==> config.mk <==
export PLATFORM = sky130hd
export DESIGN_NAME = seq_scan_ctrl
export DESIGN_NICKNAME = d
export VERILOG_FILES = /design/src/rtl/seq_scan_pkg.sv /design/src/rtl/pattern_mealy_fsm.sv /design/src/rtl/seq_scan_ctrl.sv
export SDC_FILE = /design/constraint.sdc
export NUM_CORES = 1
export LEC_CHECK = 0
export ABC_AREA = 1
export CAP_MARGIN = 30
export CORE_ASPECT_RATIO = 0.7
export CORE_MARGIN = 5
export CORE_UTILIZATION = 40
export CTS_BUF_LIST = sky130_fd_sc_hd__clkbuf_8 sky130_fd_sc_hd__clkbuf_16
export DETAILED_ROUTE_END_ITERATION = 8
export DONT_BUFFER_PORTS = 1
export MAX_ROUTING_LAYER = met4
export PLACE_DENSITY = 0.56
export SLEW_MARGIN = 10
export SYNTH_ARGS = -nofsm -noshare
export SYNTH_HDL_FRONTEND = slang
export SYNTH_SLANG_ARGS = --single-unit
==> constraint.sdc <==
create_clock -name clk -period 1.6 [get_ports clk]
set_input_delay 0.16 -clock clk [delete_from_list [all_inputs] [get_ports clk]]
set_output_delay 0.16 -clock clk [all_outputs]
set_load 0.005 [all_outputs]
==> src/rtl/seq_scan_pkg.sv <==
// Shared types and constants for the serial scan controller.
// Optional position reporting is enabled with SEQ_SCAN_POS_EN (see seq_scan_ctrl).
package seq_scan_pkg;

    typedef enum logic [1:0] {
        IDLE  = 2'b00,
        SHIFT = 2'b01,
        DONE  = 2'b10
    } state_t;

    localparam int DEF_WORD_W = 8;
    localparam int DEF_PAT_W  = 3;
    localparam int DEF_CNT_W  = 8;

    // All-ones value of a w-bit unsigned counter (w <= 32).
    function automatic int unsigned sat_max(input int unsigned w);
        return (32'd1 << w) - 32'd1;
    endfunction

endpackage

==> src/rtl/pattern_mealy_fsm.sv <==
// Programmable Mealy detector: compares the last PAT_W serial bits
// (newest in bit 0) against a stored pattern; overlapping matches allowed.
module pattern_mealy_fsm
    import seq_scan_pkg::*;
#(
    parameter int PAT_W = DEF_PAT_W
) (
    input  logic             clk,
    input  logic             rst,
    input  logic             en,
    input  logic             x,
    input  logic             clr,
    input  logic             load,
    input  logic [PAT_W-1:0] pat,
    output logic             z
);

    localparam int HC_W = $clog2(PAT_W);
    localparam logic [HC_W-1:0] HIST_FULL = HC_W'(PAT_W - 1);

    logic [PAT_W-1:0] pattern_q, pattern_d;
    logic [PAT_W-2:0] hist_q, hist_d;
    logic [HC_W-1:0]  hcnt_q, hcnt_d;
    logic [PAT_W-1:0] window;

    // Window = stored history plus the bit arriving this cycle.
    assign window = {hist_q, x};

    // Match output and next history/pattern; history fills before matching is allowed.
    always_comb begin
        pattern_d = pattern_q;
        hist_d    = hist_q;
        hcnt_d    = hcnt_q;
        z         = en && (hcnt_q == HIST_FULL) && (window == pattern_q);
        if (load) begin
            pattern_d = pat;
        end
        if (clr) begin
            hist_d = '0;
            hcnt_d = '0;
        end else if (en) begin
            hist_d = window[PAT_W-2:0];
            if (hcnt_q != HIST_FULL) begin
                hcnt_d = hcnt_q + HC_W'(1);
            end
        end
    end

    // Detector state registers.
    always_ff @(posedge clk or negedge rst) begin
        if (!rst) begin
            pattern_q <= '0;
            hist_q    <= '0;
            hcnt_q    <= '0;
        end else begin
            pattern_q <= pattern_d;
            hist_q    <= hist_d;
            hcnt_q    <= hcnt_d;
        end
    end

endmodule

==> src/rtl/seq_scan_ctrl.sv <==
// Parallel-to-serial scan controller feeding a programmable Mealy detector.
// Words are shifted LSB-first, one bit per clock; matches are counted with
// saturation. Define SEQ_SCAN_POS_EN to add first_pos/pos_valid outputs.
module seq_scan_ctrl
    import seq_scan_pkg::*;
#(
    parameter int WORD_W = DEF_WORD_W,
    parameter int PAT_W  = DEF_PAT_W,
    parameter int CNT_W  = DEF_CNT_W
) (
    input  logic                        clk,
    input  logic                        rst,
    input  logic                        cfg_we,
    input  logic [PAT_W-1:0]            cfg_pattern,
    input  logic                        in_valid,
    output logic                        in_ready,
    input  logic [WORD_W-1:0]           in_data,
    output logic                        busy,
    output logic                        z,
    output logic [CNT_W-1:0]            match_cnt,
    output logic                        done
`ifdef SEQ_SCAN_POS_EN
    ,
    output logic [$clog2(WORD_W)-1:0]   first_pos,
    output logic                        pos_valid
`endif
);

    localparam int IDX_W = $clog2(WORD_W);
    localparam logic [IDX_W-1:0] LAST_IDX = IDX_W'(WORD_W - 1);
    localparam logic [CNT_W-1:0] CNT_MAX  = CNT_W'(sat_max(CNT_W));

    state_t              state_q, state_d;
    logic [WORD_W-1:0]   shift_q, shift_d;
    logic [IDX_W-1:0]    bit_idx_q, bit_idx_d;
    logic [CNT_W-1:0]    cnt_q, cnt_d;
    logic                accept;
    logic                cfg_load;
    logic                shifting;
    logic                z_int;

    assign shifting  = (state_q == SHIFT);
    assign busy      = shifting;
    assign done      = (state_q == DONE);
    assign in_ready  = rst && (state_q == IDLE) && !cfg_we;
    assign z         = z_int;
    assign match_cnt = cnt_q;

    // Controller next state: accept/configure in IDLE, serialise in SHIFT, pulse DONE.
    always_comb begin
        state_d   = state_q;
        shift_d   = shift_q;
        bit_idx_d = bit_idx_q;
        accept    = 1'b0;
        cfg_load  = 1'b0;
        case (state_q)
            IDLE: begin
                if (cfg_we) begin
                    cfg_load = 1'b1;
                end else if (in_valid) begin
                    accept    = 1'b1;
                    shift_d   = in_data;
                    bit_idx_d = '0;
                    state_d   = SHIFT;
                end
            end
            SHIFT: begin
                shift_d   = shift_q >> 1;
                bit_idx_d = bit_idx_q + IDX_W'(1);
                if (bit_idx_q == LAST_IDX) begin
                    bit_idx_d = '0;
                    state_d   = DONE;
                end
            end
            DONE: begin
                state_d = IDLE;
            end
            default: begin
                state_d = IDLE;
            end
        endcase
    end

    // Saturating match counter, cleared by a pattern load.
    always_comb begin
        cnt_d = cnt_q;
        if (cfg_load) begin
            cnt_d = '0;
        end else if (z_int && (cnt_q != CNT_MAX)) begin
            cnt_d = cnt_q + CNT_W'(1);
        end
    end

    // Controller state registers.
    always_ff @(posedge clk or negedge rst) begin
        if (!rst) begin
            state_q   <= IDLE;
            shift_q   <= '0;
            bit_idx_q <= '0;
            cnt_q     <= '0;
        end else begin
            state_q   <= state_d;
            shift_q   <= shift_d;
            bit_idx_q <= bit_idx_d;
            cnt_q     <= cnt_d;
        end
    end

    pattern_mealy_fsm #(
        .PAT_W (PAT_W)
    ) u_det (
        .clk  (clk),
        .rst  (rst),
        .en   (shifting),
        .x    (shift_q[0]),
        .clr  (cfg_load),
        .load (cfg_load),
        .pat  (cfg_pattern),
        .z    (z_int)
    );

`ifdef SEQ_SCAN_POS_EN
    logic [IDX_W-1:0] first_pos_q;
    logic             pos_valid_q;

    // Capture the bit index of the first match in the current word.
    always_ff @(posedge clk or negedge rst) begin
        if (!rst) begin
            first_pos_q <= '0;
            pos_valid_q <= 1'b0;
        end else if (accept || cfg_load) begin
            pos_valid_q <= 1'b0;
        end else if (z_int && !pos_valid_q) begin
            pos_valid_q <= 1'b1;
            first_pos_q <= bit_idx_q;
        end
    end

    assign first_pos = first_pos_q;
    assign pos_valid = pos_valid_q;
`endif

endmodule

==> summary.md <==
| Metric | Value |
|---|---|
| Pint | 1.69 mW |
| Syn Inst Count | between 150 and 200 |
| Pwr Total | roughly 2.9 mW |
| Unrepaired setup endpoints after global routing | no |
| CP arrival | 1.31 ns |
| Routed Antenna Nets | 0 |
| Routed WL | between 2 and 3 mm |
| Met3 Usage GRT | around 4.7% |
| Max-cap violations | 0 |
| Net count after synthesis | between 200 and 250 |
| Most common cell in the synthesized netlist | nand2_1 |
| Pwr Density | between 1500 and 2000 nW/um^2 |
| Final min period | between 1 and 1.5 ns |
| Psw | ~1.2 mW |
| HPWL after DPL | ~2.1 mm |
| Synthesized area | ~1500 um^2 |
| Tot GR Track Use | a little over an eighth |
| Gr ovfl total | 0 |
| Yosys warning total | 0 |
| Worst slew pin tran | between 0.4 and 0.5 ns |
| Routability Congestion | ~0.84 |
| Die area | 5110 um^2 |
| PortBufs | 0 |
| Routed vias | roughly 1100 |
| Die Wd | approximately 83 um |
| Clock Power Share | about 15% |
| Final period utilization | between 90 and 100% |
| Crit path capture type | primary output |
| Global-route met2 utilization | between 20% and 30% |
| Vias in the first global route | between 1000 and 1500 |
| Count of final hold-check violations | 0 |
| Critical path data required time | approximately 1.4 ns |
| Non-filler cells, final | between 200 and 250 |
| Vert. Die Dim | 61.3 um |
| Clk buf depth | 2 |
| First-pass GRT wire length | between 5 and 6 mm |
| Layout cells sized above 1 | 12.0% |
| Fin nets | 211 |
| Synth top area share | 46.6% |
| Sum Neg Setup Slack | 0 ns |
| WL/cell | approximately 12 um |
| Slew Limit Fails | 0 |
| Clk_skew | 0.00630 ns |
| FF-to-FF setup slack | around 0.2 ns |
| Synth Register Bits | 28 |
| Busiest grt layer | met2 |
| Synthesized area per cell | 8.13 um^2 |
| TritonCTS Buffers | 3 |
| Inst Count DP | roughly 240 |
| CP max FO | 3 |
| Peak supply drop | slightly above 700 uV |
| Final setup fails | 0 |
| Area grow syn2layout | 11.0% |
| Min-Delay Path Class | primary input to flop |
| Worst skew pair latency | 0.27 ns |
| Netlist cell types | 25 |
| Combinational Power Share | ~44% |
| M1 GR Usage | between 10% and 20% |
| Largest area contributor in the netlist | dfrtp_1 |
| Largest net degree at the start of global routing | 29 |
| Most frequent cells after synthesis | 53 x nand2_1, 30 x inv_1, 28 x dfrtp_1 |
| Top_reg_cell synth | dfrtp_1 |
| Post-CTS setup buffers | 0 |
| Fmax | between 600 and 700 MHz |
| DRC violations left | 0 |
| CTS tree | yes |
| Leak | ~0.86 nW |
| CTS H-tree depth | 1 |
| Ys async rst share | 100% |
| Element type at the critical path start | flop |
| Sw Share | between 40 and 50% |
| Initial DRT Pass Iterations | 4 |
| Num ports | 27 |
| Clock sink count | 28 |
| Sequential area share after synthesis | 46.6% |
| Worst hold slack | around 0.020 ns |
| Iteration-0 DRC Markers | between 60 and 70 |
| Clk slew on worst S/H paths | roughly 0.09 ns |
| Vias/cell | ~4.7 |
| Rows | 18 |
| Seq pwr share | about two fifths |
| Max transition margin | just over 70% |
| Root Buffer | clkbuf_8 |
| Antenna violations before repair | 0 |
| CORE AREA | approximately 3600 um^2 |
| Crit path kind | flop to primary output |
| Area contributors post-synth | dfrtp_1 47%, nand2_1 13%, inv_1 7.5%, nand3_1 4.7%, o21ai_0 3.7% |
| Initial Utilization | 42.0% |
| Post-synth EDFFs | 0 |
| Diodes inserted | 0 |
| Status | finished clean |
-- layer usage --
metal | share of wire (%) | vias to the layer above | wire length [um]
li1 | - | 602 | -
met3 | 5.0 | 2 | 146
met4 | 0.58 | 0 | 17
met2 | 43 | 16 | 1260
met1 | 51 | 518 | 1490
met5 | 0 | - | 0
-- final timing paths --
path | start | end | cells after the start
max | u_det.hcnt_q[0] | z | 6
max reg2reg | match_cnt[1] | match_cnt[2] | 8
min in group asynchronous | rst | shift_q[5] | 2
min reg2reg | shift_q[5] | shift_q[5] | 2
min | cfg_pattern[1] | u_det.pattern_q[1] | 2
max in group asynchronous | rst | match_cnt[1] | 2
-- sequential cells by signal, indices dropped and copies added (netlist names) --
signal,cells
bit_idx_q,3
match_cnt,8
shift_q,8
state_q,2
u_det.hcnt_q,2
u_det.hist_q,2
u_det.pattern_q,3
-- stage by stage --
step / util [%] / setup WS, ns / cell area, um^2
2_1_floorplan: - / 0.316 / 1500
3_3_place_gp: 43.7 / 0.208 / 1570
3_5_place_dp: 43.7 / 0.171 / 1570
4_1_cts: 46.1 / 0.0193 / 1650
5_1_grt: 46.6 / 0.00594 / 1670
6_report: 46.6 / 0.129 / 1670
-- logic make-up (layout without fill, tap and decap cells) --
| kind of cell | after synthesis | after routing | share of synthesized area [%] |
|---|---|---|---|
| and+or+nand+nor | 81 | 81 | 24.1 |
| DFF | 28 | 28 | 46.6 |
| AOI/OAI and AO/OA | 30 | 30 | 13.0 |
| buffers and inverters | 38 | 44 | 10.6 |
| adders and majority gates | 4 | 4 | 3.33 |
| xor gates and xnor gates | 4 | 4 | 2.33 |
-- final cells by class --
type	instances	area [um^2]
Sequential cell	28	702
Fill cell	334	1910
Clock buffer	4	55.1
Multi-Input combinational cell	119	661
Tap cell	50	62.6
Timing Repair Buffer	5	52.6
Inverter	35	136
-- power groups by stage --
stage	combinational, mW	sequential, mW	clock, mW
detailed placement	1.21	1.18	0
floorplan	1.02	1.14	0
finish	1.26	1.17	0.425
global placement	1.17	1.17	0
CTS	1.24	1.16	0.452
global route	1.45	1.21	0.482
-- cells in the final DEF (no fill, tap or decap) --
cell and instances:
a21oi_4 1, buf_12 1, buf_4 3, clkbuf_8 4, dfrtp_1 27, dfrtp_2 1, dlygate4sd3_1 1, ha_1 3
ha_4 1, inv_1 30, inv_2 3, inv_4 2, nand2_1 53, nand3_1 13, nand3_2 1, nand3_4 1
nand4_1 1, nor2_1 8, nor2_2 1, nor2_4 3, o211ai_1 7, o21ai_0 11, o21ai_1 4, o21ai_2 1
o21bai_1 2, o22ai_1 3, o32ai_1 1, xnor2_1 1, xor2_1 3
-- critical path, cell delays in order (launching register included) --
cell and delay, ns:
dfrtp_1 0.37, inv_1 0.13, ha_4 0.17, nand3_2 0.11, nor2_4 0.12, nand2_1 0.07, inv_1 0.07
-- what timing repair did --
action                                 4_1_cts  5_1_grt
gates resized for setup                      0        4
setup endpoints to repair                    0        6
hold buffers                                 2        0
endpoints found under the hold margin       28        0
(Power assumes the default switching activity.)
